**src/rtl/rng_roller.sv**
```systemverilog
`default_nettype none
// ============================================================================
// Module   : rng_roller
// Brief    : LFSR-backed dice roller; republishes values at slowing intervals.
// Revision : 1.0
// ============================================================================
module rng_roller #(
  parameter int          WIDTH       = 4,
  parameter int          TICKS       = 15,
  parameter int          CNT_W       = 32,
  parameter int          INIT_PERIOD = 8388608,
  parameter int          SLOW_NUM    = 9,
  parameter int          SLOW_SHIFT  = 3,
  parameter logic [15:0] SEED        = 16'hACE1
) (
  input  logic             i_clk,
  input  logic             i_rst_n,
  input  logic             i_start,
  input  logic             i_hold,
  output logic [WIDTH-1:0] o_random_out,
  output logic             o_busy,
  output logic             o_tick,
  output logic             o_done
);

  localparam int               c_TICK_W    = (TICKS < 1) ? 1 : $clog2(TICKS + 1);
  localparam logic [CNT_W-1:0] c_CNT_ONE   = CNT_W'(1);
  localparam logic [CNT_W-1:0] c_INIT      = CNT_W'(INIT_PERIOD);
  localparam logic [CNT_W-1:0] c_SLOW_NUM  = CNT_W'(SLOW_NUM);
  localparam logic [c_TICK_W-1:0] c_TICK_LAST = c_TICK_W'(TICKS - 1);
  localparam logic [15:0]      c_LFSR_MASK = 16'hB400;

  localparam logic [0:0] c_IDLE = 1'b0;
  localparam logic [0:0] c_ROLL = 1'b1;

  logic [0:0]          r_state;
  logic [0:0]          w_next_state;
  logic [15:0]         r_lfsr;
  logic [15:0]         w_lfsr_next;
  logic                r_start_q;
  logic [CNT_W-1:0]    r_cnt;
  logic [CNT_W-1:0]    r_period;
  logic [c_TICK_W-1:0] r_ticks;
  logic [CNT_W-1:0]    w_product;
  logic [CNT_W-1:0]    w_period_next;
  logic                w_start_edge;
  logic                w_run;
  logic                w_at_end;
  logic                w_tick;
  logic                w_final;
  logic [WIDTH-1:0]    r_random;
  logic                r_busy;
  logic                r_tick;
  logic                r_done;

  // Galois step; the zero check only guards against a corrupted register.
  assign w_lfsr_next = (r_lfsr == 16'h0000) ? 16'h0001 :
                       ({1'b0, r_lfsr[15:1]} ^ (r_lfsr[0] ? c_LFSR_MASK : 16'h0000));

  assign w_start_edge = i_start & ~r_start_q;

  // Low CNT_W bits of a product depend only on the low CNT_W bits of the
  // operands, so a CNT_W-wide multiply gives the truncated wide product.
  assign w_product     = (r_period >> SLOW_SHIFT) * c_SLOW_NUM;
  assign w_period_next = (w_product == '0) ? c_CNT_ONE : w_product;

  // Output / event decode
  always_comb begin
    w_run    = 1'b0;
    w_at_end = 1'b0;
    w_tick   = 1'b0;
    w_final  = 1'b0;
    w_run    = (r_state == c_ROLL) & ~w_start_edge & ~i_hold;
    w_at_end = (r_cnt == (r_period - c_CNT_ONE));
    w_tick   = w_run & w_at_end;
    w_final  = w_tick & (r_ticks == c_TICK_LAST);
  end

  // Next-state logic
  always_comb begin
    w_next_state = r_state;
    if (w_start_edge) begin
      w_next_state = c_ROLL;
    end else if (w_final) begin
      w_next_state = c_IDLE;
    end
  end

  // State register
  always_ff @(posedge i_clk or negedge i_rst_n) begin
    if (!i_rst_n) begin
      r_state <= c_IDLE;
    end else begin
      r_state <= w_next_state;
    end
  end

  always_ff @(posedge i_clk or negedge i_rst_n) begin
    if (!i_rst_n) begin
      r_lfsr    <= SEED;
      r_start_q <= 1'b0;
    end else begin
      r_lfsr    <= w_lfsr_next;
      r_start_q <= i_start;
    end
  end

  always_ff @(posedge i_clk or negedge i_rst_n) begin
    if (!i_rst_n) begin
      r_cnt    <= '0;
      r_ticks  <= '0;
      r_period <= c_INIT;
      r_random <= '0;
    end else if (w_start_edge) begin
      r_cnt    <= '0;
      r_ticks  <= '0;
      r_period <= c_INIT;
    end else if (w_run) begin
      if (w_at_end) begin
        r_cnt    <= '0;
        r_ticks  <= r_ticks + c_TICK_W'(1);
        r_period <= w_period_next;
        r_random <= r_lfsr[WIDTH-1:0];
      end else begin
        r_cnt <= r_cnt + c_CNT_ONE;
      end
    end
  end

  always_ff @(posedge i_clk or negedge i_rst_n) begin
    if (!i_rst_n) begin
      r_busy <= 1'b0;
      r_tick <= 1'b0;
      r_done <= 1'b0;
    end else begin
      r_busy <= (w_next_state == c_ROLL);
      r_tick <= w_tick;
      r_done <= w_final;
    end
  end

  assign o_random_out = r_random;
  assign o_busy       = r_busy;
  assign o_tick       = r_tick;
  assign o_done       = r_done;

endmodule
`default_nettype wire

```
**config.mk**
```make
export PLATFORM = sky130hd
export DESIGN_NAME = rng_roller
export DESIGN_NICKNAME = d
export VERILOG_FILES = /design/src/rtl/rng_roller.sv
export SDC_FILE = /design/constraint.sdc
export NUM_CORES = 1
export LEC_CHECK = 0
export ABC_AREA = 1
export CAP_MARGIN = 5
export CORE_UTILIZATION = 55
export DETAILED_ROUTE_END_ITERATION = 12
export GPL_ROUTABILITY_DRIVEN = 0
export PLACE_DENSITY = 0.71
export RECOVER_POWER = 100
export SYNTH_ARGS = -nofsm -noshare
export SYNTH_HDL_FRONTEND = slang
export SYNTH_SLANG_ARGS = --single-unit
```
**constraint.sdc**
```tcl
create_clock -name i_clk -period 7 [get_ports i_clk]
set_input_delay 1.4 -clock i_clk [delete_from_list [all_inputs] [get_ports i_clk]]
set_output_delay 1.4 -clock i_clk [all_outputs]
set_load 0.05 [all_outputs]
```
==> results.toml <==
[run_status]
outcome = "complete, but fails checks"
violations = "max-capacitance violations, max-slew violations"

[sta]
hold_viol = 0
grt_setup_unrepaired = "no"
worst_pin_slew_ps = 2043
fin_crit_ps = 5059
period_share = 0.7227
skew_ps = 8.458
fin_ws_ps = 1941
fmax_mhz = 197.7
maxSlewViolCount = 36
setup_viol = 0
fin_hold_ws_ps = 367.2
fin_setup_tns_ps = 0
slew_headroom = -0.3621

[yosys]
yosysUniqueCellTypes = 38
syn-num-nets = 1333
synthTopCellsByArea = "dfrtp_1, nand2_1, ha_1"
synthFlopType = "dfrtp_1"
syn_inst = 1272
async_flop_share = 1.000
avgSynthCellArea_sq_um = 6.511
yosysTopAreaCell = "dfrtp_1"
yosys_register_bits = 92
yosysWarnings = 0
synth_top_area_frac = 0.2508
yosysSeqAreaShare = 0.2793
synth_area_sq_um = 8282
synth-edff-count = 0

[place]
hpwl_microns = 15630
portBuffers = 10
place_ws_ps = 1529

[critical_path]
timing_worst_setup_path_type = "in2reg"
cp_top_family = "buffers and inverters"
regToRegSetupSlack_ps = 3040
cp_data_arrival_time_ps = 5300
cp_max_fo = 46
max_stage_delay_ps = 850
cpMostUsedCell = "inv_1"
rr_endpoint = "r_period[25]$_DFFE_PN0P_"
crit_path_end_kind = "flip-flop"
cp_slowest_cell = "nand3_4"
rr_worst_depth = 16
reg2reg_from = "r_period[0]$_DFFE_PN0P_"
worst_setup_path_start_kind = "input pin"
path_cells = "dlygate4sd3_1 > inv_1 > nor2_1 > inv_1 > nand3_1 > clkinv_1 > nand3_4 > inv_1 > nand2_1 > nand2_1"
cp_num_buf_inv = 5
worstPathRequired_ps = 7250

[global_routing]
antenna_found_initial = 0
grtUsageTotal = 0.2701
grt_overflow = 0
grt_pass1_wl_microns = 34270
grt_pass1_vias = 6930
grt_max_degree = 59

[route]
vias = 7539
first_pass_iters = 5
wirelength_microns = 20280
wl_per_cell_microns = 14.02
avgViaCountPerCell = 5.214
post-route-drc-count = 0
antenna_left = 0
drt-initial-drc-count = 625

[finish]
syn_to_final_growth_pct = 5.741
nNetsFinal = 1318
n_fill_cell = 1425
num_antenna_cells = 0
fin_util = 0.6003
seqCellArea_sq_um = 2313
layout-drive-gt1-share = 0.03090
multi_input_area_sq_um = 5089

[power_and_ir_drop]
intPower_uw = 828.4
p_leak_uw = 0.005133
p_clk_frac = 0.431
ir_worst_vdd_mv = 0.1435
power_uw = 1149
power.share.sequential = 0.483
p_switching_uw = 320.4
comb_power_share = 0.086
switching_share = 0.2789
power_density_nw_per_um2 = 131.2

[floorplanning]
ios = 11
dieWidth_microns = 124.7
coreArea_sq_um = 14590
dieArea_sq_um = 15550
initial_utilization = 0.5677
rows = 44
die_y_microns = 124.7

[clocking]
cts-root-buf = "clkbuf_16"
cts_tree = "done"
cts_buffer_depth = 2
post_cts_resized = 0
ctsHoldBuffers = 0
cts-htree-levels = 3
post_cts_buffers = 0
insertion_delay_ps = 360
cts_buffers = 9
clk_pin_slew_ps = 70
cts.sinks = 92

[flow_run]
maxCapViolCount = 1

[min_path]
hold_end = "r_lfsr[5]$_DFF_PN1_"
hold_start = "r_lfsr[6]$_DFF_PN1_"
hp-class = "reg2reg"
hold_depth = 0
==> metrics by stage <==
stage | cells | cell area (sq um)
6_report | 1446 | 8757
5_1_grt | 1446 | 8757
4_1_cts | 1445 | 8733
3_5_place_dp | 1429 | 8432
3_3_place_gp | 1429 | 8432
2_1_floorplan | 1272 | 8282
==> Yosys cell counts (6+ instances only) <==
| master | instances |
|---|---|
| and2_1 | 6 |
| nand3_1 | 105 |
| nand2_1 | 421 |
| clkbuf_1 | 24 |
| dfstp_2 | 9 |
| a21oi_1 | 13 |
| o21ai_0 | 25 |
| nor3_1 | 18 |
| nand3b_1 | 25 |
| nand4_1 | 22 |
| xor2_1 | 74 |
| nor2_1 | 140 |
| ha_1 | 56 |
| inv_1 | 182 |
| nor4_1 | 9 |
| dfrtp_1 | 83 |
| xnor2_1 | 22 |
==> cell type report <==
type / count / area share
clock buffer: 9 / 0.02572
clock inverter: 7 / 0.008716
inverter: 185 / 0.07930
multi-input combinational: 957 / 0.5811
sequential: 92 / 0.2642
tap: 184 / 0.02629
timing repair buffer: 12 / 0.01472
==> power by group through the flow <==
| stage | Clock (uW) | Sequential (uW) | Combinational, uW |
|---|---|---|---|
| floorplan | 0 | 561 | 68.3 |
| global placement | 0 | 564 | 95.5 |
| detailed placement | 0 | 565 | 97.2 |
| CTS | 504 | 555 | 97.7 |
| global route | 523 | 556 | 115 |
| finish | 495 | 555 | 99.1 |
==> logic make-up (layout without fill, tap and decap cells) <==
group                    after synthesis  count (layout)  synth area share
AO/OA/AOI/OAI                         45              45           0.03007
XOR/XNOR                              97              97            0.1042
adder cells (fa/ha/maj)               57              57           0.08702
buffers and inverters                223             213            0.1062
flip-flops                            92              92            0.2793
AND/OR/NAND/NOR                      758             758            0.3931
==> worst reg2reg max path, cell delays in order (launching register included) <==
cell and delay [ps]:
dfrtp_1 420, inv_1 130, ha_1 230, nand3_1 180, nor2_4 270, nand2_4 130, nor2_1 240, nand2_1 100
xor2_1 190, nand2_1 70, nor2_1 120, nand2_1 90, nor2_4 130, nand3_4 420, inv_1 930, nand2_1 130
nand2_1 110
==> placed cells by master, fill, tap and decap left out, drive strengths merged, types with 2 or more instances in the layout <==
master | Yosys | layout
dfrtp | 83 | 83
nand4 | 22 | 22
nand3b | 25 | 25
nor2 | 146 | 146
or2 | 2 | 2
dfstp | 9 | 9
xnor2 | 22 | 22
and2 | 6 | 6
o21bai | 2 | 2
clkbuf | 24 | 10
dlygate4sd3 | 0 | 8
o21ai | 25 | 25
nand2 | 423 | 423
buf | 14 | 2
ha | 56 | 56
nand3 | 107 | 107
a21o | 2 | 2
nor4 | 9 | 9
nor3 | 18 | 18
a21oi | 13 | 13
inv | 183 | 187
clkinv | 2 | 5
xor2 | 74 | 74
==> worst max path at each step <==
stage | startpoint | end | slack [ps] | depth (start not counted)
6_report | i_start | r_period[0]$_DFFE_PN0P_ | 1940 | 10
5_1_grt | i_start | r_period[0]$_DFFE_PN0P_ | 1490 | 10
4_1_cts | i_start | r_period[0]$_DFFE_PN0P_ | 1890 | 10
3_5_place_dp | i_start | r_period[0]$_DFFE_PN0P_ | 1530 | 10
3_3_place_gp | i_start | r_period[0]$_DFFE_PN0P_ | 1650 | 10
2_1_floorplan | i_start | r_period[1]$_DFFE_PN0P_ | 4410 | 10
==> sequential cells by signal, summed over array words and instances, names as in the netlist <==
register	count
o_busy	1
o_done	1
o_random_out	4
o_tick	1
r_cnt	32
r_lfsr	16
r_period	32
r_start_q	1
r_ticks	4
==> routing by layer <==
layer  vias up  global-route usage  routed length, microns
met1      3449              0.3978                   10060
met3        16             0.03136                     821
li1       3924                   -                       -
met5         -                   0                       0
met2       150              0.4235                    9181
met4         0             0.05953                     212
No activity file was read; power rests on OpenSTA's default activity.
